--- src/rtl/haar_feature_classifier.sv ---
// Haar-feature classifier: issues up to NUM_POINTS integral-image corner reads,
// accumulates their signed weighted sum and compares it with an adjustable threshold.
module haar_feature_classifier #(
    parameter int ADDR_WIDTH  = 15,
    parameter int DATA_WIDTH  = 21,
    parameter int SCORE_WIDTH = 26,
    parameter int NUM_POINTS  = 8,
    parameter int CNT_WIDTH   = 4,
    parameter int RD_LATENCY  = 3,
    parameter int THR_INIT    = 0,
    parameter int THR_STEP    = 100,
    parameter int THR_MAX     = 288000
) (
    input  logic                              clk,
    input  logic                              rst,
    input  logic [NUM_POINTS*ADDR_WIDTH-1:0]  cfg_addr,
    input  logic [NUM_POINTS*3-1:0]           cfg_weight,
    input  logic [CNT_WIDTH-1:0]              cfg_count,
    input  logic [ADDR_WIDTH-1:0]             base_addr,
    input  logic                              increment_threshold,
    input  logic                              decrement_threshold,
    input  logic                              detect_en,
    output logic [ADDR_WIDTH-1:0]             rd_addr,
    input  logic signed [DATA_WIDTH-1:0]      data_in,
    output logic                              busy,
    output logic                              detect_done,
    output logic                              detected_flag,
    output logic signed [SCORE_WIDTH-1:0]     score,
    output logic signed [SCORE_WIDTH-1:0]     threshold
);

    localparam int IDX_W  = (NUM_POINTS > 1) ? $clog2(NUM_POINTS) : 1;
    localparam int TAB_N  = 2 ** IDX_W;
    localparam int PROD_W = DATA_WIDTH + 3;
    localparam logic signed [SCORE_WIDTH:0] STEP_W = (SCORE_WIDTH + 1)'(THR_STEP);
    localparam logic signed [SCORE_WIDTH:0] MAX_W  = (SCORE_WIDTH + 1)'(THR_MAX);
    localparam logic signed [SCORE_WIDTH:0] MIN_W  = -MAX_W;

    typedef enum logic [1:0] {IDLE, ISSUE, DRAIN, COMPARE} state_t;

    state_t                          state_q, state_d;
    logic                            en_q;
    logic [NUM_POINTS*ADDR_WIDTH-1:0] cfg_addr_q, cfg_addr_d;
    logic [NUM_POINTS*3-1:0]         cfg_weight_q, cfg_weight_d;
    logic [ADDR_WIDTH-1:0]           base_q, base_d;
    logic [CNT_WIDTH-1:0]            n_q, n_d, idx_q, idx_d, n_start;
    logic signed [SCORE_WIDTH-1:0]   acc_q, acc_d;
    logic [ADDR_WIDTH-1:0]           rd_addr_q, rd_addr_d;
    logic                            rd_valid_q, rd_valid_d;
    logic signed [2:0]               rd_wt_q, rd_wt_d;
    logic [RD_LATENCY-1:0]           pipe_v_q, pipe_v_d;
    logic signed [2:0]               pipe_w_q [RD_LATENCY];
    logic signed [2:0]               pipe_w_d [RD_LATENCY];
    logic                            busy_q, busy_d, done_q, done_d, flag_q, flag_d;
    logic signed [SCORE_WIDTH-1:0]   score_q, score_d, thr_q, thr_d;
    logic signed [SCORE_WIDTH:0]     thr_up, thr_dn;
    logic signed [PROD_W-1:0]        prod;
    logic signed [SCORE_WIDTH-1:0]   prod_ext;
    logic                            start, others_in_flight;
    logic [ADDR_WIDTH-1:0]           off_tab [TAB_N];
    logic signed [2:0]               wt_tab [TAB_N];

    // Unpack the latched feature shape; padding entries are never selected.
    for (genvar k = 0; k < TAB_N; k++) begin : g_tab
        if (k < NUM_POINTS) begin : g_used
            assign off_tab[k] = cfg_addr_q[k*ADDR_WIDTH +: ADDR_WIDTH];
            assign wt_tab[k]  = cfg_weight_q[k*3 +: 3];
        end else begin : g_pad
            assign off_tab[k] = '0;
            assign wt_tab[k]  = '0;
        end
    end

    assign start    = detect_en && !en_q && (state_q == IDLE);
    assign n_start  = (cfg_count > CNT_WIDTH'(NUM_POINTS)) ? CNT_WIDTH'(NUM_POINTS) : cfg_count;
    assign prod     = PROD_W'(data_in) * PROD_W'(pipe_w_q[RD_LATENCY-1]);
    assign prod_ext = SCORE_WIDTH'(prod);
    assign thr_up   = {thr_q[SCORE_WIDTH-1], thr_q} + STEP_W;
    assign thr_dn   = {thr_q[SCORE_WIDTH-1], thr_q} - STEP_W;

    always_comb begin
        others_in_flight = rd_valid_q;
        for (int j = 0; j < RD_LATENCY - 1; j++) begin
            others_in_flight = others_in_flight | pipe_v_q[j];
        end
    end

    always_ff @(posedge clk or posedge rst) begin
        if (rst) state_q <= IDLE;
        else     state_q <= state_d;
    end

    always_comb begin
        state_d = state_q;
        case (state_q)
            IDLE: begin
                if (start) begin
                    if (n_start == '0)                   state_d = COMPARE;
                    else if (n_start == CNT_WIDTH'(1))   state_d = DRAIN;
                    else                                 state_d = ISSUE;
                end
            end
            ISSUE:   if (idx_q == n_q - CNT_WIDTH'(1)) state_d = DRAIN;
            DRAIN:   if (pipe_v_q[RD_LATENCY-1] && !others_in_flight) state_d = COMPARE;
            COMPARE: state_d = IDLE;
            default: state_d = IDLE;
        endcase
    end

    // Point 0 is issued on the start edge itself so rd_addr carries it in the first busy cycle.
    always_comb begin
        cfg_addr_d   = cfg_addr_q;
        cfg_weight_d = cfg_weight_q;
        base_d       = base_q;
        n_d          = n_q;
        idx_d        = idx_q;
        acc_d        = acc_q;
        rd_addr_d    = '0;
        rd_valid_d   = 1'b0;
        rd_wt_d      = '0;
        busy_d       = busy_q;
        done_d       = 1'b0;
        flag_d       = flag_q;
        score_d      = score_q;
        thr_d        = thr_q;
        pipe_v_d[0]  = rd_valid_q;
        pipe_w_d[0]  = rd_wt_q;
        for (int j = 1; j < RD_LATENCY; j++) begin
            pipe_v_d[j] = pipe_v_q[j-1];
            pipe_w_d[j] = pipe_w_q[j-1];
        end
        if (pipe_v_q[RD_LATENCY-1]) acc_d = acc_q + prod_ext;
        case (state_q)
            IDLE: begin
                if (increment_threshold && !decrement_threshold)
                    thr_d = (thr_up > MAX_W) ? MAX_W[SCORE_WIDTH-1:0] : thr_up[SCORE_WIDTH-1:0];
                else if (decrement_threshold && !increment_threshold)
                    thr_d = (thr_dn < MIN_W) ? MIN_W[SCORE_WIDTH-1:0] : thr_dn[SCORE_WIDTH-1:0];
                if (start) begin
                    cfg_addr_d   = cfg_addr;
                    cfg_weight_d = cfg_weight;
                    base_d       = base_addr;
                    n_d          = n_start;
                    idx_d        = CNT_WIDTH'(1);
                    acc_d        = '0;
                    busy_d       = 1'b1;
                    if (n_start != '0) begin
                        rd_addr_d  = base_addr + cfg_addr[ADDR_WIDTH-1:0];
                        rd_valid_d = 1'b1;
                        rd_wt_d    = cfg_weight[2:0];
                    end
                end
            end
            ISSUE: begin
                rd_addr_d  = base_q + off_tab[idx_q[IDX_W-1:0]];
                rd_valid_d = 1'b1;
                rd_wt_d    = wt_tab[idx_q[IDX_W-1:0]];
                idx_d      = idx_q + CNT_WIDTH'(1);
            end
            COMPARE: begin
                score_d = acc_q;
                flag_d  = acc_q > thr_q;
                done_d  = 1'b1;
                busy_d  = 1'b0;
            end
            default: ;
        endcase
    end

    always_ff @(posedge clk or posedge rst) begin
        if (rst) begin
            en_q         <= 1'b0;
            cfg_addr_q   <= '0;
            cfg_weight_q <= '0;
            base_q       <= '0;
            n_q          <= '0;
            idx_q        <= '0;
            acc_q        <= '0;
            rd_addr_q    <= '0;
            rd_valid_q   <= 1'b0;
            rd_wt_q      <= '0;
            pipe_v_q     <= '0;
            pipe_w_q     <= '{default: '0};
            busy_q       <= 1'b0;
            done_q       <= 1'b0;
            flag_q       <= 1'b0;
            score_q      <= '0;
            thr_q        <= SCORE_WIDTH'(THR_INIT);
        end else begin
            en_q         <= detect_en;
            cfg_addr_q   <= cfg_addr_d;
            cfg_weight_q <= cfg_weight_d;
            base_q       <= base_d;
            n_q          <= n_d;
            idx_q        <= idx_d;
            acc_q        <= acc_d;
            rd_addr_q    <= rd_addr_d;
            rd_valid_q   <= rd_valid_d;
            rd_wt_q      <= rd_wt_d;
            pipe_v_q     <= pipe_v_d;
            pipe_w_q     <= pipe_w_d;
            busy_q       <= busy_d;
            done_q       <= done_d;
            flag_q       <= flag_d;
            score_q      <= score_d;
            thr_q        <= thr_d;
        end
    end

    assign rd_addr       = rd_addr_q;
    assign busy          = busy_q;
    assign detect_done   = done_q;
    assign detected_flag = flag_q;
    assign score         = score_q;
    assign threshold     = thr_q;

endmodule
--- config.mk ---
export PLATFORM = sky130hd
export DESIGN_NAME = haar_feature_classifier
export DESIGN_NICKNAME = d
export VERILOG_FILES = /design/src/rtl/haar_feature_classifier.sv
export SDC_FILE = /design/constraint.sdc
export NUM_CORES = 1
export LEC_CHECK = 0
export ABC_AREA = 1
export CAP_MARGIN = 20
export CORE_MARGIN = 5
export CORE_UTILIZATION = 61
export DETAILED_ROUTE_END_ITERATION = 16
export PLACE_DENSITY = 0.86
export SLEW_MARGIN = 10
export SYNTH_ARGS = -nofsm -noshare
export SYNTH_HDL_FRONTEND = slang
export SYNTH_SLANG_ARGS = --single-unit
--- constraint.sdc ---
create_clock -name clk -period 30 [get_ports clk]
set_input_delay 6 -clock clk [delete_from_list [all_inputs] [get_ports clk]]
set_output_delay 6 -clock clk [all_outputs]
set_load 0.1 [all_outputs]
==> impl_results.md, run 1 <==
* Post-Syn Area at 18500 sq um
* Placed Area at 21200 sq um
* Synth top area share at 0.378
* Antenna violations before repair at 2
* FF/Latch Area at 7010 sq um
* Number of port buffers at 256
* Rows at 63
* Worst R2R Path Depth at 22
* Final instance area at 22300 sq um
* Hold-fix buffers, CTS at 0
* GP Congestion at 0.957
* Yosys warning total at 0
* Outcome: finished clean
* Setup crit end kind: flop
* Number of filler cells placed in the layout at 2276
* Via density per instance at 5.77
* Post-synthesis register bit count at 280
* Fin. max-slew vios at 0
* Worst EP arrival at 10720 ps
* Routed vias at 18074
* Final Hold Vio Count at 0
* # setup viols final at 0
* Clk buf depth at 3
* Starting density of the core at 0.622
* Die height at 184 microns
* Sequential-to-total area share from yosys stat at 0.378
* Pleak at 0.0114 uW
* Setup ws final at 19750 ps
* # Post-CTS Setup Buffers at 0
* Setup_tns at 0 ps
* Crit path max-delay cell type: fa_1
* CP Class: primary input to flop
* CTS resizes at 0
* Pin count of the biggest net entering global routing at 198
* Met2 wire len at 28500 microns
* Max_cap viols at 0
* Worst vdd ir at 0.0000794 V
* Clk_lat worst skew at 580 ps
* Worst Hold Class: flop to flop
* Congestion Overflow GR at 0
* Synth Area per Inst at 7.33 sq um
* DRC viols at 0
* Synth cell types at 52
* Area leader, netlist: dfrtp_1
* Final Skew at 17.2 ps
* Worst Path Max Fanout at 4
* Gr usage total at 0.338
* Worst path bufs/invs at 3
* Placed wire-length estimate at 42300 microns
* CTS H-tree depth at 1
* Die area at 34000 sq um
* Final ANT Viol Nets at 0
* Clock slew seen by the registers of the worst setup and hold paths at 60 ps
* CP max stage delay at 530 ps
* Relative slew slack at 0.284
* Multi-input logic area at 10100 sq um
* Drt initial violations at 1693
* Critical path's top delay family: adder cells
* Stages on worst setup path at 22
* Hold path cells at 0
* CTS Sinks at 280
* Cells after Synth at 2527
* Synth cell count leaders: nand2_1 (929), dfrtp_1 (280), inv_1 (244)
* Per-cell routed wire length at 18.6 microns
* Layout area overhead at 20.3%
* Highest Clock Rate at 97.6 MHz
* Pwr Density at 127 nW/um^2
* Vias in the first global route at 17780
* RSZ-0062 raised after global routing: false
* Final WL at 58300 microns
* Slew @ Worst Pin at 1070 ps
* Top post-synthesis cells by area: dfrtp_1 (38%), nand2_1 (19%), ha_1 (7.6%)
* CTS tree: yes
* Io pins at 259
* First-pass iteration count of the detailed router at 6
* Die W at 184 microns
* M1 wire length at 22500 microns
* Crit-path cells: clkdlybuf4s50_1, or2_2, fa_1, fa_1, inv_1, fa_1, ha_1, fa_1, nand2_1, nand2_1, nand2_1, nand2_1, a21oi_1, o21ai_0, a21oi_1, o21ai_0, nand2_1, nand2_1, nand2_1, nand3_1, nand2_1, inv_1
* Layout Nets at 3066
* First-pass GRT wire length at 92400 microns
* Most used flip-flop cell after synthesis: dfrtp_1
* Root buf cell: clkbuf_16
* CP Launch Type: primary input
* Fin crit share at 0.342
* Total CTS buffers at 30
* Ys async rst share at 1.00
* Minimum clock period at 10250 ps
* Core Area at 29800 sq um
* Most frequent cell after synthesis: nand2_1
* Pre-CTS WS at 19270 ps
* Worst path required time at 30470 ps
* Met3 Wirelength at 4410 microns
* Most common cell on crit path: nand2_1
* Share of layout cells above drive strength 1 at 0.0321
* Max layer used: met4
* Number of flops mapped to enable cells by yosys at 0
path summary, 6_finish.rpt:
check                            start        endpoint  slack (ps)
max in group asynchronous          rst        idx_q[0]       22270
max reg2reg                pipe_w_q[2]       acc_q[20]       24780
min in group asynchronous          rst  cfg_addr_q[78]        6060
max                         data_in[0]       acc_q[20]       19750
min                        pipe_w_d[3]     pipe_w_d[0]         340
min reg2reg                pipe_w_d[3]     pipe_w_d[0]         340
state kept, by name, summed over array words and instances (netlist names), 3 cells and up:
signal / cells
cfg_addr_q: 120
acc_q: 26
score: 26
cfg_weight_q: 24
threshold: 24
base_q: 15
rd_addr: 15
pipe_w_d: 6
idx_q: 4
n_q: 4
pipe_v_q: 3
pipe_w_q: 3
rd_wt_q: 3
logic make-up (layout without fill, tap and decap cells):
kind of cell / after synthesis / in the layout / share of synthesized area
fa+ha+maj: 160 / 160 / 0.127
mux: 1 / 1 / 0.000540
xor+xnor: 44 / 44 / 0.0208
buf+inv: 355 / 567 / 0.0754
other cells: 1 / 4 / 0.000202
flops: 280 / 280 / 0.378
compound gates: 384 / 384 / 0.118
simple gates: 1302 / 1302 / 0.280
area by class of cell:
class | instances | area share
Timing Repair Buffer | 266 | 0.119
Multi-Input combinational cell | 1893 | 0.455
Sequential cell | 280 | 0.314
Tap cell | 390 | 0.0219
Inverter | 246 | 0.0419
Antenna cell | 2 | 0.000225
Clock buffer | 41 | 0.0396
Clock inverter | 14 | 0.00859
layer usage:
layer | up-vias | track usage
met5 | - | 0
met4 | 0 | 0.142
met3 | 161 | 0.0432
met2 | 844 | 0.585
met1 | 8581 | 0.430
li1 | 8488 | -
through the flow:
step	cells	total power [uW]	hold slack, ps	utilization
global placement	3075	2350	332	0.712
detailed placement	3075	2390	336	0.712
global route	3132	3060	357	0.748
floorplan	2528	1930	331	-
finish	3132	2840	345	0.748
CTS	3130	2820	346	0.748
layout by cell type, fill, tap and decap left out, types with 5 or more instances in the layout:
master           count
a211oi_1             7
a21oi_1             99
a22oi_1              6
a31oi_1             12
buf_4                9
clkbuf_16           30
clkbuf_8             9
clkdlybuf4s50_1    256
clkinv_2             6
dfrtp_1            279
fa_1                47
ha_1               113
inv_1              242
nand2_1            929
nand3_1            103
nand4_1             14
nor2_1             202
nor2_2               5
nor3_1              26
nor4_1               7
o211ai_1            27
o21ai_0            162
o21ai_1              5
o21bai_1            16
o22ai_1             26
xnor2_1             15
xor2_1              29
power by group:
part	internal (uW)	switching, uW
sequential	550	169
combinational	551	1170
clock	240	166
Note: power is estimated with default switching activity, not from simulation.
==> inputs of run 2 (changes only) <==
--- a/config.mk
+++ b/config.mk
@@ -8,9 +8,9 @@
 export ABC_AREA = 1
 export CAP_MARGIN = 20
 export CORE_MARGIN = 5
-export CORE_UTILIZATION = 61
+export CORE_UTILIZATION = 56
 export DETAILED_ROUTE_END_ITERATION = 16
-export PLACE_DENSITY = 0.86
+export PLACE_DENSITY = 0.79
 export SLEW_MARGIN = 10
 export SYNTH_ARGS = -nofsm -noshare
 export SYNTH_HDL_FRONTEND = slang
==> constraint.sdc (replaced) <==
create_clock -name clk -period 9.5 [get_ports clk]
set_input_delay 1.9 -clock clk [delete_from_list [all_inputs] [get_ports clk]]
set_output_delay 1.9 -clock clk [all_outputs]
set_load 0.1 [all_outputs]
==> impl_results.md, run 2 (same netlist as run 1, synthesis figures left out) <==
* Outcome: finished clean (unchanged)
* Commonest non-fill, non-tap cell in the layout: nand2_1 (unchanged)
* Final Skew at 16.8 ps (was 17.2 ps)
* CP max stage delay at 530 ps (about the same)
* Crit path max-delay cell type: fa_1 (unchanged)
* Worst R2R Path Depth at 22 (unchanged)
* Reg power frac at 0.256 (was 0.253)
* RSZ-0062 raised after global routing: false (unchanged)
* Clock slew seen by the registers of the worst setup and hold paths at 60 ps (about the same)
* Layout area overhead at 20.9% (was 20.3%)
* Io pins at 259 (unchanged)
* Fin. max-slew vios at 0 (unchanged)
* Antenna violations before repair at 4 (was 2)
* Starting density of the core at 0.568 (was 0.622)
* Die height at 192 microns (was 184 microns)
* Clk_lat worst skew at 590 ps (was 580 ps)
* Final WL at 57100 microns (was 58300 microns)
* Die area at 36800 sq um (was 34000 sq um)
* Die W at 192 microns (was 184 microns)
* Highest Clock Rate at 164 MHz
* CTS Sinks at 280 (unchanged)
* Worst Path Max Fanout at 4 (unchanged)
* Internal reg-to-reg setup slack at 4280 ps (was 24780 ps)
* Slew @ Worst Pin at 1110 ps (was 1070 ps)
* Comb pwr share at 0.600 (was 0.604)
* HP Start: rd_wt_q[0] (was pipe_w_d[3])
* Per-cell routed wire length at 17.9 microns (was 18.6 microns)
* Most common cell on crit path: nand2_1 (unchanged)
* Clk buf depth at 3 (unchanged)
* Drt initial violations at 1326 (was 1693)
* Layout Nets at 3071 (was 3066)
* Total CTS buffers at 31 (was 30)
* Core Area at 32600 sq um (was 29800 sq um)
* # Post-CTS Setup Buffers at 0 (unchanged)
* Placed wire-length estimate at 42200 microns (was 42300 microns)
* Gr usage total at 0.307 (was 0.338)
* Worst hold endpoint: pipe_w_d[3] (was pipe_w_d[0])
* Hold path cells at 0 (unchanged)
* Crit-path cells: clkdlybuf4s50_1, or2_2, fa_1, fa_1, inv_1, fa_1, ha_1, fa_1, nand2_1, nand2_1, nand2_1, nand2_1, a21oi_1, o21ai_0, a21oi_1, o21ai_0, nand2_1, nand2_1, nand2_1, nand3_1, nand2_1, inv_1 (unchanged)
* # setup viols final at 0 (unchanged)
* Congestion Overflow GR at 0 (unchanged)
* Pwr Density at 398 nW/um^2 (was 127 nW/um^2)
* Relative slew slack at 0.259 (was 0.284)
* Worst Hold Class: flop to flop (unchanged)
* CTS resizes at 0 (unchanged)
* Root buf cell: clkbuf_16 (unchanged)
* Routed vias at 17843 (was 18074)
* GP Congestion at 1.04 (was 0.957)
* Pwr Total at 8920 uW (was 2840 uW)
* Final Hold Vio Count at 0 (unchanged)
* CP Class: primary input to flop (unchanged)
* Sw power at 4680 uW (was 1500 uW)
* CP Launch Type: primary input (unchanged)
* Worst path required time at 9970 ps (was 30470 ps)
* CTS tree: yes (unchanged)
* Sw Share at 0.524 (was 0.528)
* Rows at 66 (was 63)
* Worst r2r src: pipe_w_q[2] (unchanged)
* DRC viols at 0 (unchanged)
* Top reg by flops: cfg_addr_q (unchanged)
* Most frequent cells in the layout: nand2_1 (929), dfrtp_1 (279), clkdlybuf4s50_1 (256) (unchanged)
* First-pass iteration count of the detailed router at 6 (unchanged)
* Setup_tns at 0 ps (unchanged)
* Share of layout cells above drive strength 1 at 0.0313 (was 0.0321)
* Fin crit share at 0.641
* Worst EP arrival at 6570 ps (was 10720 ps)
* Number of port buffers at 256 (unchanged)
* Pin count of the biggest net entering global routing at 113 (was 198)
* Hold-fix buffers, CTS at 0 (unchanged)
* Clock power share at 0.144 (was 0.143)
* Pleak at 0.0114 uW (about the same)
* Via density per instance at 5.59 (was 5.77)
* Max reg flops at 120 (unchanged)
* Final ANT Viol Nets at 0 (unchanged)
* Setup crit end kind: flop (unchanged)
* First-pass GRT wire length at 90600 microns (was 92400 microns)
* CTS H-tree depth at 1 (unchanged)
* P_int at 4240 uW (was 1340 uW)
* Minimum clock period at 6090 ps
* Max_cap viols at 0 (unchanged)
* Vias in the first global route at 17422 (was 17780)
* Reg2reg end: acc_q[20] (unchanged)
* Worst vdd ir at 0.000303 V (was 0.0000794 V)
==> run 2: changes by cell type in the layout (fill, tap and decap cells not counted), sizes merged <==
cell / previous run / this run
buf: 10 / 14
bufinv: 4 / 5
clkbuf: 41 / 44
clkinv: 8 / 6
clkinvlp: 1 / 2
diode: 2 / 4
inv: 247 / 245
==> run 2: worst max path at each step <==
stage / cells after the start / endpoint / slack (ps) / from
4_1_cts: 22 / acc_q[20] / 3480 / data_in[0]
2_1_floorplan: 21 / acc_q[18] / 3830 / data_in[0]
6_report: 22 / acc_q[20] / 3410 / data_in[0]
5_1_grt: 22 / acc_q[20] / 3040 / data_in[0]
3_5_place_dp: 22 / acc_q[20] / 2900 / data_in[0]
3_3_place_gp: 22 / acc_q[20] / 2950 / data_in[0]
==> run 2: per-layer routing <==
metal | track usage | wire [microns] | vias to the layer above
met5 | 0 | 0 | -
met4 | 0.135 | 2650 | 0
met3 | 0.0373 | 3940 | 134
met2 | 0.525 | 27700 | 736
met1 | 0.393 | 22800 | 8468
li1 | - | - | 8505
==> run 2: power by group through the flow <==
stage / Combinational, uW / Clock [uW] / Sequential, uW
finish: 5350 / 1280 / 2280
global route: 5930 / 1350 / 2340
CTS: 5320 / 1290 / 2270
detailed placement: 5260 / 0 / 2290
global placement: 5140 / 0 / 2270
floorplan: 3280 / 0 / 2810
==> run 2: layout make-up <==
class | instances | area [sq um]
Fill cell | 2700 | 10200
Clock inverter | 12 | 206
Antenna cell | 4 | 10.0
Inverter | 246 | 930
Multi-Input combinational cell | 1893 | 10100
Timing Repair Buffer | 270 | 2700
Tap cell | 442 | 553
Sequential cell | 280 | 7010
Clock buffer | 44 | 865
==> run 2: worst max-delay path: cells and delay by family <==
family	cells	cell delay, ps
AO/OA/AOI/OAI	4	960
adder cells (fa/ha/maj)	5	2140
buffers and inverters	3	530
AND/OR/NAND/NOR	10	1020
==> run 2: metrics by stage <==
step | std cells | area [sq um] | setup WS [ps] | util | hold slack [ps]
2_1_floorplan | 2528 | 18500 | 3830 | - | 331
3_3_place_gp | 3129 | 21300 | 2950 | 0.652 | 332
3_5_place_dp | 3129 | 21300 | 2900 | 0.652 | 336
4_1_cts | 3185 | 22300 | 3480 | 0.685 | 350
5_1_grt | 3191 | 22400 | 3040 | 0.687 | 356
6_report | 3191 | 22400 | 3410 | 0.687 | 347
